<file path="config.mk">
export PLATFORM = sky130hd
export DESIGN_NAME = hs_sink_fifo
export DESIGN_NICKNAME = d
export VERILOG_FILES = /design/src/rtl/hs_sink_fifo.sv
export SDC_FILE = /design/constraint.sdc
export NUM_CORES = 1
export LEC_CHECK = 0
export ABC_AREA = 0
export ABC_CLOCK_PERIOD_IN_PS = 3000
export BUFFER_PORTS_ARGS = -buffer_cell sky130_fd_sc_hd__buf_4
export CORE_MARGIN = 10
export CORE_UTILIZATION = 50
export DETAILED_ROUTE_END_ITERATION = 8
export PLACE_DENSITY_LB_ADDON = 0.25
export SYNTH_ARGS = -nofsm -noshare
export SYNTH_HDL_FRONTEND = slang
export SYNTH_SLANG_ARGS = --single-unit
</file>
<file path="constraint.sdc">
create_clock -name clk -period 3 [get_ports clk]
set_input_delay 0.15 -clock clk [delete_from_list [all_inputs] [get_ports clk]]
set_output_delay 0.15 -clock clk [all_outputs]
set_load 0.05 [all_outputs]
</file>
<file path="src/rtl/hs_sink_fifo.sv">
// hs_sink_fifo
// ------------
// Clocked sink for one branch of an asynchronous fork. It takes a four-phase
// bundled-data request, stores each token in a small FIFO and presents the
// tokens to clocked logic over a valid/ready interface. When the FIFO is full
// the acknowledge is held back, which stalls the upstream self-timed pipeline.
//
// Ports:
//   clk        system clock
//   rst        asynchronous, active-high reset
//   req_in     four-phase request from the fork branch (asynchronous to clk)
//   ack_in     four-phase acknowledge back to the fork branch (registered)
//   data_in    bundled data, stable while req_in is high and ack_in is low
//   data_out   FIFO head, first-word-fall-through (don't-care when !valid_out)
//   valid_out  FIFO holds at least one token
//   ready_in   consumer takes the head this cycle
//   count      current FIFO occupancy
module hs_sink_fifo #(
    parameter int WIDTH       = 8,
    parameter int DEPTH       = 4,
    parameter int SYNC_STAGES = 2
) (
    input  logic                       clk,
    input  logic                       rst,
    input  logic                       req_in,
    output logic                       ack_in,
    input  logic [WIDTH-1:0]           data_in,
    output logic [WIDTH-1:0]           data_out,
    output logic                       valid_out,
    input  logic                       ready_in,
    output logic [$clog2(DEPTH+1)-1:0] count
);

    localparam int AW = $clog2(DEPTH);
    localparam int CW = $clog2(DEPTH + 1);
    localparam logic [CW-1:0] FULL_C = CW'(DEPTH);

    typedef enum logic [0:0] {
        IDLE     = 1'b0,
        ACK_HIGH = 1'b1
    } state_t;

    logic [SYNC_STAGES-1:0] sync_r;
    logic                   req_s;
    state_t                 state_r;
    state_t                 state_s;
    logic                   ack_r;
    logic                   ack_s;
    logic                   push_s;
    logic                   pop_s;
    logic                   full_s;
    logic [CW-1:0]          count_r;
    logic [CW-1:0]          count_s;
    logic                   valid_r;
    logic                   valid_s;
    logic [AW-1:0]          wr_ptr_r;
    logic [AW-1:0]          rd_ptr_r;
    logic [WIDTH-1:0]       mem_r [DEPTH];

    // Request synchronizer; data_in is not synchronized because the bundling
    // constraint keeps it stable for the whole time req_s can be seen high.
    always_ff @(posedge clk or posedge rst) begin
        if (rst) begin
            sync_r <= '0;
        end else begin
            sync_r <= {sync_r[SYNC_STAGES-2:0], req_in};
        end
    end

    assign req_s  = sync_r[SYNC_STAGES-1];

    // Full is judged on the registered occupancy, so a pop in the same cycle
    // cannot open a slot for a push until the following cycle.
    assign full_s = (count_r == FULL_C);
    assign pop_s  = valid_r & ready_in;

    // Handshake FSM: next state, next acknowledge and the write strobe.
    always_comb begin
        state_s = state_r;
        ack_s   = ack_r;
        push_s  = 1'b0;
        case (state_r)
            IDLE: begin
                if (req_s && !full_s) begin
                    push_s  = 1'b1;
                    state_s = ACK_HIGH;
                    ack_s   = 1'b1;
                end else begin
                    state_s = IDLE;
                    ack_s   = 1'b0;
                end
            end
            ACK_HIGH: begin
                // Leaving only on a low req_s makes a second capture of the
                // same token impossible.
                if (!req_s) begin
                    state_s = IDLE;
                    ack_s   = 1'b0;
                end else begin
                    state_s = ACK_HIGH;
                    ack_s   = 1'b1;
                end
            end
            default: begin
                state_s = IDLE;
                ack_s   = 1'b0;
            end
        endcase
    end

    // Next occupancy and the matching non-empty flag.
    always_comb begin
        count_s = count_r;
        case ({push_s, pop_s})
            2'b10:   count_s = count_r + CW'(1);
            2'b01:   count_s = count_r - CW'(1);
            default: count_s = count_r;
        endcase
        valid_s = (count_s != CW'(0));
    end

    // Control registers: FSM state, acknowledge, occupancy and pointers.
    always_ff @(posedge clk or posedge rst) begin
        if (rst) begin
            state_r  <= IDLE;
            ack_r    <= 1'b0;
            count_r  <= '0;
            valid_r  <= 1'b0;
            wr_ptr_r <= '0;
            rd_ptr_r <= '0;
        end else begin
            state_r <= state_s;
            ack_r   <= ack_s;
            count_r <= count_s;
            valid_r <= valid_s;
            // Pointers wrap naturally because DEPTH is a power of two.
            if (push_s) begin
                wr_ptr_r <= wr_ptr_r + AW'(1);
            end
            if (pop_s) begin
                rd_ptr_r <= rd_ptr_r + AW'(1);
            end
        end
    end

    // Token storage; deliberately not reset.
    always_ff @(posedge clk) begin
        if (push_s) begin
            mem_r[wr_ptr_r] <= data_in;
        end
    end

    assign ack_in    = ack_r;
    assign valid_out = valid_r;
    assign count     = count_r;
    assign data_out  = mem_r[rd_ptr_r];

endmodule

</file>
# Word level (Yosys, flattened, before mapping)

Memory sizes are Yosys's and may differ from the RTL's.
Index checks and enable logic that the tools add are counted.

Add/subtract/negate cells: 4
Eq/ne operators: 3
Mux-type cells: 7
Bitwise gates (word level): 2
Reduce and logical (&&, ||, !) cells: 3

Operators with widths:

| cell                                              | count |
|---|---|
| case mux 3 bit (2 select lines)                   | 1 |
| two-way mux 1 bit                                 | 5 |
| adder 2 x 1 -> 2 bit (second input constant)      | 2 |
| adder 3 x 1 -> 3 bit (second input constant)      | 1 |
| == test 3 bit (second input constant)             | 1 |
| nonzero test 3 bit                                | 1 |
| subtractor 3 x 1 -> 3 bit (second input constant) | 1 |
| == test 2 x 1 -> 1 bit (second input constant)    | 1 |
| == test 2 bit (second input constant)             | 1 |
| case mux 1 bit (2 select lines)                   | 1 |
| AND 1 bit                                         | 1 |
| logical AND 1 bit                                 | 1 |
| logical NOT 1 bit                                 | 1 |
| inverter 1 bit                                    | 1 |

Bits in registers: 11
Memory bits (writable): 32
Output and inout port bits: 13
Word-level logic and storage cells: 26
Memories kept: 1

Memory list:

| name  | words | bits a word | read ports | clocked after memory_dff | wr ports | line | source |
|---|---|---|---|---|---|---|---|
| mem_r | 4     | 8           | 1          | 0                        | 1        | 58   | `logic [WIDTH-1:0] mem_r [DEPTH];` |

# Longest topological paths before layout

Gate-level depths: netlist of run 1.

Word-level depth: 8
Gate-level depth with buffers: 10
Depth with buffers taken out: 9

# Worst setup path after synthesis of run 1

No wires, ideal clock.

Path type: register to register
From: register count_r[2], in the netlist count[2]
To: register valid_r, in the netlist valid_out
Library setup time: 0.073 ns
Data arrival time: 2.501 ns
Data required time: 2.927 ns
Setup slack: 0.426 ns
Cell stages (with the launch flop): 11
Buffers on the path: 1
Cell sequence: dfrtp_1 -> or3b_1 -> and3b_1 -> buf_6 -> inv_1 -> ha_1 -> inv_1 -> fa_1 -> xor2_1 -> or3_1 -> nand4bb_1

Cells in the longest elaborated chain, start to end: 8

Ends and longest elaborated chain:

| element                                                 | line | source |
|---|---|---|
| start: declaration                                      | 52   | `logic [CW-1:0] count_r;` |
| start signal: assignment                                | 134  | `count_r <= count_s;` |
| == test 3 bit                                           | 74   | `assign full_s = (count_r == FULL_C);` |
| logical NOT 1 bit                                       | 84   | `if (req_s && !full_s) begin` |
| logical AND 1 bit                                       | 84   |  |
| two-way mux 1 bit                                       | 84   |  |
| two-way mux 1 bit                                       | 82   | `case (state_r)` |
| == test 2 x 1 -> 1 bit or == test 2 bit (tied branches) | 114  | `case ({push_s, pop_s})` |
| case mux 3 bit (2 select lines) (*)                     | 114  |  |
| nonzero test 3 bit (*)                                  | 119  | `valid_s = (count_s != CW'(0));` |
| net valid_s                                             | 55   | `logic valid_s;` |
| end signal: assignment                                  | 135  | `valid_r <= valid_s;` |
| end: declaration                                        | 54   | `logic valid_r;` |

The timed path passes the listed nets; every way through them passes the cells marked *.
A chain may end at the register's enable or synchronous reset.

# Final worst setup path of run 1

From: register count_r[0], in the netlist count[0]
To: register valid_r, in the netlist valid_out

Same word-level chain as after synthesis.

==> implementation parameters, run 1 <==
Parameter                              Value

Run status
  Status ... complete, no violations

Synth
  Flip-flop and latch count after synthesis ... 43
  Synthesized area per cell ... 19.6 um^2
  Net count after synthesis ... 105
  Number of synthesis warnings ... 0
  Synth cell types ... 22
  Post-Syn Area ... 1710 um^2
  Count of mapped cells out of synthesis ... 87
  Share of the yosys chip area belonging to registers ... 72.5%

Setup path
  Kind of launch point of the worst setup path ... register
  Endpoint kind of the worst setup timing path ... register
  Crit-path most repeated cell ... inv_1
  Startpoint of the most critical register-to-register path ... count[0]$_DFF_PP0_
  Data arrival time of the critical path ... 2.72 ns
  Cell type group with the largest total delay on the critical path ... simple AND/OR/NAND/NOR gates
  Launching instance or port of the critical path ... count[0]$_DFF_PP0_
  Required time of the critical path ... 3.29 ns
  Ordered cell list for the critical path ... or3b_1 -> and3b_1 -> inv_1 -> ha_1 -> inv_1 -> fa_1 -> xor2_1 -> or3_1 -> nand4bb_1
  Crit-path max cell delay ... 0.44 ns
  CP max-delay cell ... dfrtp_1
  Buf/Inv on CP ... 2
  Worst Setup Path Type ... reg2reg
  Maximum fanout count along the critical path ... 7

Power and ir drop
  PwrDens ... 992 nW/um^2
  Worst-case vdd ir drop ... 0.447 mV
  Leakage ... 0.814 nW

Route
  Met2 wire len ... 1.48 mm
  Number of iterations in the first detailed-routing pass ... 3
  Number of nets still failing antenna checks after routing ... 0
  Residual DRC count ... 0
  Ratio of routed vias to standard cells ... 4.95
  Met3 Wirelength ... 114 um
  Detailed-route wire length per cell ... 16.6 um
  Aggregate routed wire length ... 2.85 mm
  Met1 WL ... 1.18 mm
  Number of vias after detailed routing ... 851
  Uppermost signal routing layer after detailed routing ... met4
  Number of DRC violations after detailed-routing iteration 0 ... 23

Layout
  Count of inserted antenna diode cells ... 0
  Nets@finish ... 143
  Finished Core Util ... 63.4%
  Count of fill cells added during filler insertion ... 250
  Layout overhead on the synthesized area ... 23.1%
  Layout Cells excl Fill ... 172
  Fraction of final layout cells sized beyond drive strength 1 ... 34.9%
  Multi-input gate area ... 423 um^2
  Area occupied by registers ... 1240 um^2

Clock network
  TritonCTS clock tree ... yes
  Setup repair bufs after CTS ... 0
  Root Driver ... clkbuf_4
  Clock-pin slew on the worst setup and hold paths ... 0.12 ns
  Insertion delay to the later sink of the worst-skew pair ... 0.35 ns
  Maximum root-to-sink buffer count ... 2
  Cts repair resizes ... 0
  Number of hold-repair buffers added at the cts stage ... 10
  Number of buffers created by CTS ... 5
  CTS H-tree depth ... 2
  Number of sinks on the clock net ... 43

STA
  Worst hold slack ... 0.189 ns
  Final Cycle Share ... 80.8%
  Unrepaired setup endpoints after global routing ... false
  Number of pins with negative max-slew slack in the final report ... 0
  Worst clock skew on the final layout ... 0.00968 ns
  Number of endpoints with negative hold slack in the final report ... 0
  Fin Setup TNS ... 0 ns
  Final critical path time including I/O delays and setup ... 2.42 ns
  Final setup violation count ... 0
  Upper clock frequency limit ... 0.412 GHz
  Remaining max-slew budget at the tightest pin ... 61.0%
  Slew at the pin closest to its max-slew limit ... 0.585 ns

Floorplanning
  Placeable Area ... 3310 um^2
  Starting Density ... 51.5%
  Horiz. Die Dim ... 78.4 um
  Number of placement rows ... 21
  I/O pin total ... 25
  Floorplan die area ... 6150 um^2
  Floorplan die height ... 78.4 um

GRT
  GRT Total Usage ... 9.92%
  Maximum number of pins on one net before global-route repair ... 14
  Total congestion overflow after global routing ... 0
  Vias in the first global route ... 989
  Global-route wire length before repair ... 4.70 mm
  Initial antenna violation count ... 0

Placed design
  Final HPWL DP ... 1.90 mm
  GP Congestion ... 0.736
  Port bufs ... 24
  Placed cell count ... 154

Hold path
  Hold crit path type ... in2reg
  Start point of the worst min-delay path ... ready_in

Run
  Max-capacitance violation count ... 0
## registers in the layout, indices dropped and copies added (netlist names)
register	cells
count	3
valid_out	1
mem_r	32
ack_in	1
wr_ptr_r	2
sync_r	2
rd_ptr_r	2
## where the power goes
group / switching (mW) / leakage [nW] / internal (mW)
clock network: 0.179 / 0.0426 / 0.171
logic: 0.529 / 0.354 / 0.342
registers: 0.108 / 0.418 / 0.753
total: 0.816 / 0.814 / 1.27
## cell usage in the layout (no fill, tap or decap)
master,Yosys,layout
bufinv_16,0,1
buf_4,0,24
and2_2,4,4
nand4bb_1,1,1
and3b_1,1,1
ha_1,5,5
clkinv_1,0,1
inv_1,7,7
o21a_1,1,1
clkinv_2,0,1
or3b_1,1,1
o21ai_0,1,1
xnor2_1,3,3
dlygate4sd3_1,0,10
nand2_1,2,2
fa_1,1,1
xor2_1,2,2
clkbuf_4,0,5
mux2_4,1,1
mux4_2,8,8
edfxtp_1,32,32
or3_1,1,1
dfrtp_1,11,11
mux2i_1,1,1
and2_1,1,1
## per-layer routing
layer / vias up / global-route usage, %
met5: - / 0
met4: 0 / 5.38
met3: 10 / 3.19
met2: 19 / 16.6
met1: 425 / 11.0
li1: 397 / -
## worst paths after layout
path | slack [ns] | endpoint | cells past startpoint
hold reg to reg | 0.37 | sync_r[1]$_DFF_PP0_ | 0
min in group asynchronous | 0.34 | count[2]$_DFF_PP0_ | 3
max in group asynchronous | 2.36 | sync_r[0]$_DFF_PP0_ | 3
setup / recovery | 0.58 | valid_out$_DFF_PP0_ | 9
hold / removal | 0.19 | rd_ptr_r[0]$_DFFE_PP0P_ | 3
setup reg to reg | 0.58 | valid_out$_DFF_PP0_ | 9
## synthesized netlist by cell type
master     count  area [um^2]
buf_6          1         11.3
dfrtp_1       11          275
edfxtp_1      32          961
nand4bb_1      1         11.3
mux2_4         1         15.0
and2_1         1         6.26
clkbuf_1       1         3.75
ha_1           5         62.6
nand2_1        2         7.51
xor2_1         2         17.5
o21a_1         1         7.51
mux4_2         8          180
or3b_1         1         8.76
and2_2         4         30.0
xnor2_1        3         26.3
or3_1          1         6.26
mux2i_1        1         10.0
inv_1          7         26.3
fa_1           1         20.0
o21ai_0        1         5.00
and3b_1        1         8.76
buf_2          1         5.00
## final cells by class
cell class	instances	area share, %
clock buffers	5	1.79
clock inverters	3	1.85
inverters	7	1.25
multi-input cells	34	20.1
flip-flops and latches	43	58.9
well taps	46	2.74
repair buffers	34	13.3
## stage by stage
step                cell area, um^2  setup WS [ns]  total power [mW]
floorplan                      1710          0.426              1.51
global placement               1920          0.666              1.73
detailed placement             1920          0.598              1.75
CTS                            2100          0.560              2.11
global route                   2100          0.403              2.19
finish                         2100          0.575              2.08
## worst min-delay path, stage by stage
cell    delay (ns)
buf_4         0.07
and2_1        0.19
xor2_1        0.09
## logic make-up (layout without fill, tap and decap cells)
group	count (synthesis)	in the layout	share of synthesized area [%]
flops	43	43	72.5
buf+inv	10	49	2.71
simple gates	11	11	4.62
fa+ha+maj	6	6	4.84
xor+xnor	5	5	2.57
mux	10	10	12.0
compound gates	2	2	0.734
(Power assumes the default switching activity.)
==> run 2, diff against run 1 <==
ABC_CLOCK_PERIOD_IN_PS = 2250   (was 3000)
clock period = 2.25 ns   (was 3 ns; I/O delays follow)
==> implementation parameters, run 2 (synthesis results as in run 1) <==
Parameter                              Value

Power and ir drop
  Worst-case vdd ir drop ... 0.777 mV (+74%)
  PwrDens ... 1290 nW/um^2 (+30%)
  Leakage ... 0.831 nW (+2.1%)

Setup path
  FF-to-FF End ... valid_out$_DFF_PP0_
  Endpoint kind of the worst setup timing path ... register
  Worst Setup Path Type ... reg2reg
  Register-to-Register Path Depth ... 9 (unchanged)
  Crit path depth ... 9 (unchanged)
  Ordered cell list for the critical path ... or3b_1 -> and3b_2 -> inv_4 -> ha_4 -> inv_2 -> fa_2 -> xor2_2 -> or3_1 -> nand4bb_1
  Buf/Inv on CP ... 2 (unchanged)
  Crit-path max cell delay ... 0.43 ns (about the same)
  Kind of launch point of the worst setup path ... register
  CP max-delay cell ... dfrtp_2
  Cell type group with the largest total delay on the critical path ... simple AND/OR/NAND/NOR gates
  Slack of the worst reg-to-reg path ... -0.09 ns (-0.66 ns)
  Maximum fanout count along the critical path ... 2 (-5)
  Required time of the critical path ... 2.54 ns (-0.75 ns)
  Startpoint of the most critical register-to-register path ... count[1]$_DFF_PP0_
  Data arrival time of the critical path ... 2.63 ns (-0.09 ns)

Clock network
  Root Driver ... clkbuf_4
  Insertion delay to the later sink of the worst-skew pair ... 0.36 ns (about the same)
  Number of sinks on the clock net ... 43 (unchanged)
  Maximum root-to-sink buffer count ... 2 (unchanged)
  TritonCTS clock tree ... yes
  Clock-pin slew on the worst setup and hold paths ... 0.12 ns (about the same)
  CTS H-tree depth ... 2 (unchanged)
  Number of buffers created by CTS ... 5 (unchanged)

Hold path
  Hold crit path type ... in2reg
  Hold endpoint ... rd_ptr_r[0]$_DFFE_PP0P_
  Start point of the worst min-delay path ... ready_in
  Number of instances on the worst hold path ... 3 (unchanged)

Run
  Max-capacitance violation count ... 0 (unchanged)

Route
  Number of DRC violations after detailed-routing iteration 0 ... 27 (+17%)
  Ratio of routed vias to standard cells ... 4.92 (-0.52%)
  Number of vias after detailed routing ... 881 (+3.5%)
  Residual DRC count ... 0 (unchanged)
  Number of nets still failing antenna checks after routing ... 0 (unchanged)
  Detailed-route wire length per cell ... 16.3 um (-1.6%)
  Aggregate routed wire length ... 2.92 mm (+2.4%)
  Number of iterations in the first detailed-routing pass ... 3 (unchanged)

Run status
  Violated checks ... negative setup slack
  Status ... finished with violations

GRT
  Global-route wire length before repair ... 4.82 mm (+2.5%)
  Initial antenna violation count ... 0 (unchanged)
  Maximum number of pins on one net before global-route repair ... 16 (+2)
  Vias in the first global route ... 1030 (+4.1%)
  GRT Total Usage ... 10.1% (+0.15 points)
  Total congestion overflow after global routing ... 0 (unchanged)

Floorplanning
  Starting Density ... 51.5% (unchanged)
  I/O pin total ... 25 (unchanged)
  Horiz. Die Dim ... 78.4 um (unchanged)
  Floorplan die area ... 6150 um^2 (unchanged)
  Number of placement rows ... 21 (unchanged)
  Placeable Area ... 3310 um^2 (unchanged)
  Floorplan die height ... 78.4 um (unchanged)

Placed design
  Port bufs ... 24 (unchanged)
  Post-Place Worst Slack ... -0.0690 ns (-0.667 ns)
  GP Congestion ... 0.685 (-6.8%)
  Final HPWL DP ... 2.00 mm (+5.3%)
  Post-detailed-placement cell area ... 1960 um^2 (+1.9%)
  Placed cell count ... 156 (+1.3%)

Layout
  Count of fill cells added during filler insertion ... 254 (+1.6%)
  Fraction of final layout cells sized beyond drive strength 1 ... 45.9% (+11 points)
  Layout overhead on the synthesized area ... 27.1%
  Leading cell types in the layout, fill and taps excluded ... edfxtp_1, buf_4, dlygate4sd3_1
  Final cell area excluding filler cells ... 2170 um^2 (+3.2%)
  Register name with the most flops ... mem_r
  Most common cell after layout, fill and taps aside ... edfxtp_1
  Count of inserted antenna diode cells ... 0 (unchanged)
  Layout Cells excl Fill ... 179 (+4.1%)
  Multi-input gate area ... 447 um^2 (+5.6%)
  Nets@finish ... 150 (+4.9%)
  Area occupied by registers ... 1240 um^2 (+0.30%)
  Flip-flop count of the largest register, all copies and words added ... 32 (unchanged)

STA
  Number of pins with negative max-slew slack in the final report ... 0 (unchanged)
  Slew at the pin closest to its max-slew limit ... 0.603 ns (+0.0184 ns)
  Upper clock frequency limit ... 0.428 GHz (+3.8%)
  Remaining max-slew budget at the tightest pin ... 59.8% (-1.2 points)
  Number of endpoints with negative hold slack in the final report ... 0 (unchanged)
  Minimum setup slack in the final design ... -0.0859 ns (-0.661 ns)
  Final setup violation count ... 2 (+2)
  Final Cycle Share ... 104% (+23 points)
  Fin Setup TNS ... -0.118 ns (-0.118 ns)
  Unrepaired setup endpoints after global routing ... true
  Final critical path time including I/O delays and setup ... 2.34 ns (-0.0888 ns)
  Worst clock skew on the final layout ... 0.00833 ns (-0.00135 ns)
run 2: cell count changes in the layout (fill, tap and decap cells not counted), sizes merged:
cell      change
buf           +7
bufinv        -1
clkinv        -2
clkinvlp      +2
inv           +1
run 2: timing repair:
action | in CTS | in global routing
hold buffers | 10 | 0
setup buffers | 2 | 3
setup endpoints to repair | 2 | 2
resized for setup | 2 | 1
pin swaps | 1 | 0
gates cloned | 0 | 0
hold endpoints to repair | 44 | 0
run 2: worst max-delay path by stage:
stage                        from             endpoint  slack, ns
4_1_cts        count[1]$_DFF_PP0_  valid_out$_DFF_PP0_      -0.04
3_5_place_dp   count[1]$_DFF_PP0_  valid_out$_DFF_PP0_      -0.07
3_3_place_gp   count[1]$_DFF_PP0_  valid_out$_DFF_PP0_       0.07
6_report       count[1]$_DFF_PP0_  valid_out$_DFF_PP0_      -0.09
2_1_floorplan  count[1]$_DFF_PP0_  valid_out$_DFF_PP0_      -0.13
5_1_grt        count[1]$_DFF_PP0_  valid_out$_DFF_PP0_      -0.13
run 2: tightest hold or removal path, cell delays in order:
cell	delay (ns)
buf_4	0.07
and2_1	0.21
xor2_1	0.09
run 2: through the flow:
stage	utilization, %	power, mW	hold slack [ns]
2_1_floorplan	-	2.03	-0.0353
3_3_place_gp	59.2	2.33	0.123
3_5_place_dp	59.2	2.37	0.141
4_1_cts	64.6	2.80	0.142
5_1_grt	65.5	2.95	0.152
6_report	65.5	2.80	0.159
run 2: power by group:
group          switching, mW  total (mW)  internal, mW
Sequential             0.144        1.15          1.01
Clock                  0.258       0.383         0.125
Combinational          0.738        1.26         0.526
Total                   1.14        2.80          1.66
run 2: cell type report:
type                       count  share of cell area [%]
sequential                    43                    57.2
clock inverter                 3                    1.10
multi-input combinational     34                    20.6
tap                           46                    2.66
clock buffer                   5                    1.73
inverter                       7                    1.33
timing repair buffer          41                    15.4
run 2: layer usage:
| metal | track usage (%) | part of all wire, % |
|---|---|---|
| met1 | 10.4 | 40 |
| met4 | 5.38 | 2.8 |
| met2 | 16.9 | 53 |
| met5 | 0 | 0 |
| met3 | 4.33 | 5.0 |
